[src/rtl/io_access_master.sv]
// Single-outstanding IO bus master: takes one CPU access at a time, drives the IO map
// handshake and reports completion, bad address or responder timeout back to the CPU.
module io_access_master #(
    parameter int TIMEOUT = 64
) (
    input  logic        clk,
    input  logic        rst_n,
    input  logic        cpu_req,
    input  logic        cpu_we,
    input  logic [27:0] cpu_addr,
    input  logic [31:0] cpu_wdata,
    output logic        cpu_busy,
    output logic        cpu_done,
    output logic        cpu_err,
    output logic [31:0] cpu_rdata,
    output logic [31:0] io_mem_data_wr,
    output logic [27:0] io_mem_data_addr,
    output logic        io_mem_rw_data,
    output logic        io_mem_valid_data,
    input  logic [31:0] io_mem_data_rd,
    input  logic        io_mem_ready_data
);

    localparam logic [7:0] CNT_MAX = 8'(TIMEOUT - 1);

    typedef enum logic [2:0] {S_IDLE, S_REQ, S_REL, S_DONE, S_ERR} state_t;

    state_t      state, state_nxt;
    logic [7:0]  cnt, cnt_nxt;
    logic        busy_nxt, done_nxt, err_nxt, valid_nxt, rw_nxt;
    logic [31:0] rdata_nxt, wr_nxt;
    logic [27:0] addr_nxt;
    logic        addr_ok, accept, expire;

    assign addr_ok = (cpu_addr >= 28'h8000000) && (cpu_addr <= 28'h8000006);
    // A ready seen in the first REQ cycle may be left over from a previous access.
    assign accept  = (state == S_REQ) && (cnt != 8'd0) && io_mem_ready_data;
    assign expire  = (state == S_REQ) && !accept && (cnt == CNT_MAX);

    always_ff @(posedge clk or negedge rst_n) begin
        if (!rst_n) state <= S_IDLE;
        else        state <= state_nxt;
    end

    always_comb begin
        state_nxt = state;
        case (state)
            S_IDLE:  if (cpu_req) state_nxt = addr_ok ? S_REQ : S_ERR;
            S_REQ:   if (accept) state_nxt = S_REL;
                     else if (expire) state_nxt = S_ERR;
            S_REL:   state_nxt = S_DONE;
            S_DONE:  state_nxt = S_IDLE;
            S_ERR:   state_nxt = S_IDLE;
            default: state_nxt = S_IDLE;
        endcase
    end

    always_comb begin
        cnt_nxt   = cnt;
        busy_nxt  = cpu_busy;
        done_nxt  = 1'b0;
        err_nxt   = 1'b0;
        rdata_nxt = cpu_rdata;
        valid_nxt = io_mem_valid_data;
        rw_nxt    = io_mem_rw_data;
        addr_nxt  = io_mem_data_addr;
        wr_nxt    = io_mem_data_wr;
        case (state)
            S_IDLE: if (cpu_req) begin
                busy_nxt  = 1'b1;
                rw_nxt    = cpu_we;
                addr_nxt  = cpu_addr;
                wr_nxt    = cpu_wdata;
                valid_nxt = addr_ok;
                err_nxt   = !addr_ok;
                cnt_nxt   = 8'd0;
            end
            S_REQ: begin
                if (accept) begin
                    if (!io_mem_rw_data) rdata_nxt = io_mem_data_rd;
                end else if (expire) begin
                    valid_nxt = 1'b0;
                    rdata_nxt = 32'hFFFF_FFFF;
                    err_nxt   = 1'b1;
                end else begin
                    cnt_nxt = cnt + 8'd1;
                end
            end
            // valid stays up through REL so the responder sees the handshake and drops ready
            S_REL: begin
                valid_nxt = 1'b0;
                done_nxt  = 1'b1;
            end
            S_DONE, S_ERR: busy_nxt = 1'b0;
            default: ;
        endcase
    end

    always_ff @(posedge clk or negedge rst_n) begin
        if (!rst_n) begin
            cnt               <= '0;
            cpu_busy          <= 1'b0;
            cpu_done          <= 1'b0;
            cpu_err           <= 1'b0;
            cpu_rdata         <= '0;
            io_mem_valid_data <= 1'b0;
            io_mem_rw_data    <= 1'b0;
            io_mem_data_addr  <= '0;
            io_mem_data_wr    <= '0;
        end else begin
            cnt               <= cnt_nxt;
            cpu_busy          <= busy_nxt;
            cpu_done          <= done_nxt;
            cpu_err           <= err_nxt;
            cpu_rdata         <= rdata_nxt;
            io_mem_valid_data <= valid_nxt;
            io_mem_rw_data    <= rw_nxt;
            io_mem_data_addr  <= addr_nxt;
            io_mem_data_wr    <= wr_nxt;
        end
    end

endmodule

[config.mk]
export PLATFORM = sky130hd
export DESIGN_NAME = io_access_master
export DESIGN_NICKNAME = d
export VERILOG_FILES = /design/src/rtl/io_access_master.sv
export SDC_FILE = /design/constraint.sdc
export NUM_CORES = 1
export LEC_CHECK = 0
export ABC_AREA = 0
export CORE_MARGIN = 1.5
export CORE_UTILIZATION = 42
export DETAILED_ROUTE_END_ITERATION = 16
export PLACE_DENSITY = 0.77
export SLEW_MARGIN = 20
export SYNTH_ARGS = -nofsm -noshare
export SYNTH_HDL_FRONTEND = slang
export SYNTH_SLANG_ARGS = --single-unit
[constraint.sdc]
create_clock -name clk -period 2.7 [get_ports clk]
set_clock_uncertainty 0.1 [all_clocks]
set_input_delay 0.405 -clock clk [delete_from_list [all_inputs] [get_ports clk]]
set_output_delay 0.405 -clock clk [all_outputs]
set_load 0.005 [all_outputs]
* Word level (Yosys, flattened, before mapping)
Cells that the tools add are included.
** Storage, ports and cells
- Register bits after elaboration :: 108
- Latch bits :: 0
- RAM bits :: 0
- Bits in read-only memories :: 0
- Input port bits :: 97
- Output and inout port bits :: 97
- Word-level logic and storage cells :: 67
- Memories :: 0
** Cells by class
- Add/subtract/negate cells :: 1
- Multipliers :: 0
- Div/mod/pow operators :: 0
- Magnitude comparators :: 2
- Equal/unequal tests :: 11
- Shifts and indexed selects :: 0
- Mux-type cells :: 23
- Bitwise operators :: 0
- Reductions and logical operators :: 20
** Operator list (count)
- two-way mux 32 bit :: 3
- >= comparator 28 bit, second input constant :: 1
- less-or-equal comparator 28 bit, second input constant :: 1
- two-way mux 8 bit :: 3
- one-hot mux 8 bit (2 select lines) :: 1
- two-way mux 3 bit :: 4
- inequality test 2 bit, second input constant :: 5
- one-hot mux 3 bit (3 select lines) :: 1
- adder 8 x 1 -> 8 bit, second input constant :: 1
- equality test 8 x 6 -> 1 bit, second input constant :: 1
- two-way mux 1 bit :: 8
- AND reduction 4 bit :: 2
- nonzero test 8 bit :: 1
- equality test 3 x 2 -> 1 bit, second input constant :: 2
- AND reduction 2 bit :: 3
- nonzero test 2 bit :: 3
- logical AND 1 bit :: 5
- one-hot mux 1 bit (2 select lines) :: 2
- equality test 3 x 1 -> 1 bit, second input constant :: 1
- equality test 3 bit, second input constant :: 1
- zero test 3 bit :: 1
- inequality test 3 bit, second input constant :: 1
- one-hot mux 1 bit (3 select lines) :: 1
- AND reduction 3 bit :: 1
- other kinds (3) :: 4

* Longest topological paths before layout
Gate-level depths: netlist (run 1).
- Depth in word-level cells :: 9
- Gate-level depth with buffers :: 8
- Depth with buffers taken out :: 6

* Worst setup path before layout (run 1)
Ideal clock, no wire load.
- Kind :: register to register
- Start :: register cnt[2]
- End :: register cnt[7]
- Setup time :: 78 ps
- Data arrival time :: 2020 ps
- Data required time :: 2522 ps
- Setup slack :: 502 ps
- Stages on the path, launching flop included :: 6
- Buffers on the path :: 0
- Clock period less this slack :: 2198 ps
- Cells stage by stage :: dfrtp_1 > nor4_4 > a31oi_2 > or4_4 > or4_1 > a21oi_1
** Between the ends
- Cells in the longest elaborated chain, start to end :: 8
- Elaborated cells between the ends (all ways) :: 14
- Classes of those cells :: 1 x add/sub; 3 x eq/ne; 3 x mux; 7 x reduce/logical
** Ends and longest elaborated chain
- from (decl) :: RTL line 29 : logic [7:0] cnt, cnt_nxt;
- from (signal assigned) :: RTL line 111 : cnt <= cnt_nxt;
- branches (longest 8 deep; another with adder 8 x 1 -> 8 bit)
Parallel ways; which one is timed is not known. The select of a mux whose other input is x is not followed.
A chain may end at the register's enable or synchronous reset.

* Worst setup path in the final report (run 1)
- Start :: register cnt[3]
- End :: register cnt[7]
The elaborated chain is that of the path after synthesis.

==> results of run 1 <==
-- logic make-up after synthesis --
family / share of synthesized area (%)
compound gates: 9.41
fa+ha+maj: 0.583
buf+inv: 2.51
flops: 63.0
mux: 0.962
simple gates: 23.6
-- how the worst min path moves through the flow --
stage / start / end / slack [ns]
floorplan: rst_n / cnt[0] / 0.009
global placement: io_mem_data_wr[21] / io_mem_data_wr[21] / 0.36
detailed placement: io_mem_data_wr[23] / io_mem_data_wr[23] / 0.36
CTS: io_mem_data_addr[20] / io_mem_data_addr[20] / 0.39
global route: io_mem_data_wr[13] / io_mem_data_wr[13] / 0.41
finish: io_mem_data_addr[20] / io_mem_data_addr[20] / 0.38
-- power groups by stage --
stage	Combinational (mW)	Clock (mW)	Sequential (mW)
floorplan	0.147	0	1.85
global placement	0.637	0	1.83
detailed placement	0.646	0	1.84
CTS	0.650	0.989	1.81
global route	0.699	1.05	1.83
finish	0.639	0.952	1.81
-- cell usage in the layout, fill, tap and decap left out, types with 4 or more instances in the layout --
| cell type | n |
|---|---|
| nand3_1 | 5 |
| nor4_1 | 5 |
| nand2_1 | 193 |
| dfrtp_1 | 108 |
| buf_4 | 9 |
| a21oi_1 | 6 |
| nor2_1 | 7 |
| clkdlybuf4s50_1 | 192 |
| inv_1 | 4 |
| clkbuf_8 | 9 |
| o22a_1 | 32 |
| nand4_1 | 4 |
-- flip-flops by register name, indices dropped and copies added, names as in the netlist --
register and count:
cpu_rdata 32, io_mem_data_wr 32, io_mem_data_addr 28, cnt 8, state 3, cpu_busy 1
cpu_done 1, cpu_err 1, io_mem_rw_data 1, io_mem_valid_data 1
-- cell usage after synthesis, types with 4 or more instances --
cell and n:
nand3_1 5, nand4_1 4, dfrtp_1 108, nor4_1 5, nand2_1 193, nor2_1 7, clkbuf_1 22, inv_1 4
a21oi_1 6, o22a_1 32
-- critical path, cell delays in order, from the launching register on --
cell,delay [ns]
dfrtp_1,0.48
nor4_4,0.32
a31oi_2,0.17
or4_4,0.57
or4_1,0.50
a21oi_1,0.17
-- routing by layer --
metal	vias up	wire length, µm	track usage, %
met3	18	613	4.70
met5	-	0	0
met1	1769	4870	26.6
met2	113	5770	37.2
met4	0	259	8.43
li1	1807	-	-
-- layout make-up --
class                      count  area [µm²]  share of cell area [%]
clock buffer                   9         124                    1.88
clock inverter                 7        65.1                   0.989
inverter                       4        15.0                   0.228
multi-input combinational    293        1490                    22.6
sequential                   108        2700                    41.1
tap                          133         166                    2.53
timing repair buffer         203        2020                    30.7
-- stage by stage --
stage | utilization, % | instances | cell area (µm²) | hold slack (ns) | worst slack, ns
after floorplan | - | 429 | 4290 | 0.00941 | 0.502
after global placement | 64.7 | 740 | 6380 | 0.357 | 0.195
after detailed placement | 64.7 | 740 | 6380 | 0.362 | 0.155
after CTS | 66.7 | 757 | 6580 | 0.388 | 0.331
after global routing | 66.7 | 757 | 6580 | 0.411 | 0.227
final | 66.7 | 757 | 6580 | 0.382 | 0.328
==> flow_summary.ini, run 1 <==
[sta]
final.min_clock_period_ns = 2.37
period_share_pct = 87.9
max_slew_margin_pct = 54.3
fin_setup_tns_ns = 0
finalHoldViolCount = 0
grt_setup_unrepaired = no
setup_viol = 0
fmax_mhz = 422
worst_pin_slew_ns = 0.686
slew_viol_final = 0

[placement]
post-dp-hpwl_um = 8360
port_buffers = 193
gp_congestion = 0.827

[power_and_ir_drop]
p_sw_mw = 0.907
peakVddDrop_v = 0.000275
p_leak_nw = 3.06
power_frac_clock_pct = 28.0
total_power_mw = 3.40
p_sw_share_pct = 26.7
p_seq_share_pct = 53.2
p_comb_share_pct = 18.8
pwr_density_cell_nw_per_um2 = 517
p_int_mw = 2.49

[hold_path]
min_path_type = reg2reg
whs_path_depth = 2

[global_route]
antenna_found_initial = 0
track_usage_pct = 21.6
grt_first_pass_wirelength_um = 18900
grt_pass1_vias = 3813
overflow = 0
grt_max_degree = 68

[clock_tree]
clk_latency_ns = 0.36
htree_levels = 3
post_cts_resize_count = 0
post-cts-setup-buffer-count = 0
clock-sinks = 108
cts_tree = built
clockRootBuffer = clkbuf_8
clkSlewWorstSetupHoldPaths_ns = 0.11
numCtsBuffers = 9
cts_hold_buffers = 1
clockBufferDepth = 2

[synthesis]
synth_edf_count = 0
ys_types = 35
synth_area_leaders = dfrtp_1 (63%), nand2_1 (17%), o22a_1 (6.5%), clkbuf_1 (1.9%), nor4_1 (0.73%)
syn_avg_cell_area_um2 = 10.0
synth_top_area_share_pct = 63.0
yosysWarnings = 0
synthFlopType = dfrtp_1
synthArstFlopShare_pct = 100
syn-num-nets = 528
ys_seq_area_share_pct = 63.0
yosys.area.top_type = dfrtp_1
syn_area_um2 = 4290
ys_ff_latch = 108
syn_inst = 429

[die]
die_h_um = 104
die_x_um = 104
ios = 194
rows = 36
core_um2 = 9860
die-area_um2 = 10800
initial_core_util_pct = 43.5

[routing]
drc_errors = 0
via_per_inst = 4.90
drt_iter0_drc = 147
wirelength_um = 11500
detail_route.wl_per_cell_um = 15.2
postRouteAntennaNets = 0
drt-pass1-iter-count = 4
via_count = 3707

[setup_path]
crit_path_end_kind = flip-flop
reg2reg_from = cnt[3]
reg2reg_slack_ns = 0.33
startpoint = cnt[3]
crit_required_ns = 2.89
crit_fanout = 7
crit_end = cnt[7]
path_class = reg2reg
arrival_ns = 2.57
startpoint_type = flip-flop
worst_r2r_path_depth = 5
timing.rr.end = cnt[7]

[layout]
diodes = 0
syn_to_final_growth_pct = 53.3
layout-drive-gt1-share_pct = 5.61
fillers = 803
layout.nets = 718

[flow_run]
maxCapViolCount = 0

[outcome]
status = completed
Note: power is estimated with default switching activity, not from simulation.
==> inputs of run 2 (changes only) <==
- CORE_MARGIN: 1.5 -> unset
- SETUP_SLACK_MARGIN: unset -> 0.02
==> flow_summary.ini, run 2 (synthesis results as in run 1) <==
[routing]
drt_iter0_drc = 116
postRouteAntennaNets = 0
drt-pass1-iter-count = 4
wirelength_um = 11400
via_per_inst = 4.92
via_count = 3708
drc_errors = 0
detail_route.wl_per_cell_um = 15.2

[setup_path]
reg2reg_slack_ns = 0.37
worst_r2r_path_depth = 5
crit_slowest_cell = or4_4
cp.depth = 5
crit_fanout = 6
path_class = reg2reg
timing.rr.end = cnt[7]
cp_num_buf_inv = 0
critPathTopFamily = simple AND/OR/NAND/NOR gates
crit_end = cnt[7]
crit_required_ns = 2.88
reg2reg_from = cnt[2]
crit_chain = nor4_4 > a31oi_2 > or4_4 > or4_1 > a21oi_1
startpoint_type = flip-flop
crit_path_end_kind = flip-flop
slowest_delay_ns = 0.58
startpoint = cnt[2]
arrival_ns = 2.51

[layout]
final_common_cell = nand2_1
mostFrequentLayoutCells = nand2_1 (193), clkdlybuf4s50_1 (192), dfrtp_1 (108)
layout.nets = 715
layout-drive-gt1-share_pct = 5.15
fin_util_pct = 66.9
diodes = 0
fin_cells = 754
syn_to_final_growth_pct = 53.0
reg_top3 = cpu_rdata: 32 flops, io_mem_data_wr: 32 flops, io_mem_data_addr: 28 flops

[sta]
slew_viol_final = 0
finalHoldViolCount = 11
worst_pin_slew_ns = 0.738
setup_viol = 0
fmax_mhz = 429
period_share_pct = 86.3
fin_setup_tns_ns = 0
final.min_clock_period_ns = 2.33
max_slew_margin_pct = 50.8
grt_setup_unrepaired = no
whs_ns = -0.0230

[die]
initial_core_util_pct = 43.7
ios = 194
die-area_um2 = 10600
rows = 36
core_um2 = 9820
die_x_um = 103
die_h_um = 103

[outcome]
status = finished, violations left
violations = negative hold slack

[clock_tree]
post_cts_resize_count = 0
post-cts-setup-buffer-count = 0
clockRootBuffer = clkbuf_8
clock-sinks = 108
cts_hold_buffers = 0
numCtsBuffers = 9
cts_tree = built
clkSlewWorstSetupHoldPaths_ns = 0.12
clk_latency_ns = 0.35
clockBufferDepth = 2
htree_levels = 3

[placement]
gp_congestion = 0.812
post-dp-hpwl_um = 8280
dpl.cell_count = 738
port_buffers = 193

[global_route]
use_met2_pct = 36.5
grt_pass1_vias = 3750
antenna_found_initial = 0
grt_first_pass_wirelength_um = 17600
overflow = 0
grt_max_degree = 68
busiest_layer = met2
track_usage_pct = 21.4
grt_use_met3_pct = 5.69
globalRouteMet1Util_pct = 25.7

[flow_run]
maxCapViolCount = 0

[power_and_ir_drop]
pwr_density_cell_nw_per_um2 = 511
p_leak_nw = 3.05
peakVddDrop_v = 0.000351

[hold_path]
min_path_type = in2async
==> run 2: layer usage <==
layer,vias to the layer above,share of wire (%)
met5,-,0
met4,0,2.8
met3,25,6.4
met2,111,50
met1,1777,41
li1,1795,-
==> run 2: how the worst min path moves through the flow <==
stage	start	end	slack [ns]	depth (start not counted)
after floorplan	rst_n	cnt[0]	0.009	0
after global placement	io_mem_data_wr[5]	io_mem_data_wr[5]	0.36	2
after detailed placement	io_mem_data_wr[5]	io_mem_data_wr[5]	0.36	2
after CTS	rst_n	io_mem_data_wr[14]	0.008	1
after global routing	rst_n	io_mem_data_wr[17]	0.03	1
final	rst_n	io_mem_data_wr[17]	-0.02	1
==> run 2: metrics by stage <==
step / cell area [µm²] / power, mW / setup slack (ns) / hold slack, ns
floorplan: 4290 / 1.99 / 0.502 / 0.00941
global placement: 6390 / 2.48 / 0.192 / 0.356
detailed placement: 6390 / 2.49 / 0.215 / 0.361
CTS: 6570 / 3.40 / 0.366 / 0.00786
global route: 6570 / 3.52 / 0.233 / 0.0333
finish: 6570 / 3.36 / 0.370 / -0.0230
==> run 2: layout make-up <==
class	instances	area (µm²)
repair buffers	200	2020
clock buffers	10	128
well taps	133	166
flip-flops and latches	108	2700
inverters	4	15.0
fillers	830	3250
clock inverters	6	48.8
multi-input cells	293	1490
==> run 2: power by group <==
| part | switching, mW | internal [mW] |
|---|---|---|
| Clock | 0.560 | 0.347 |
| Combinational | 0.248 | 0.395 |
| Sequential | 0.0683 | 1.74 |
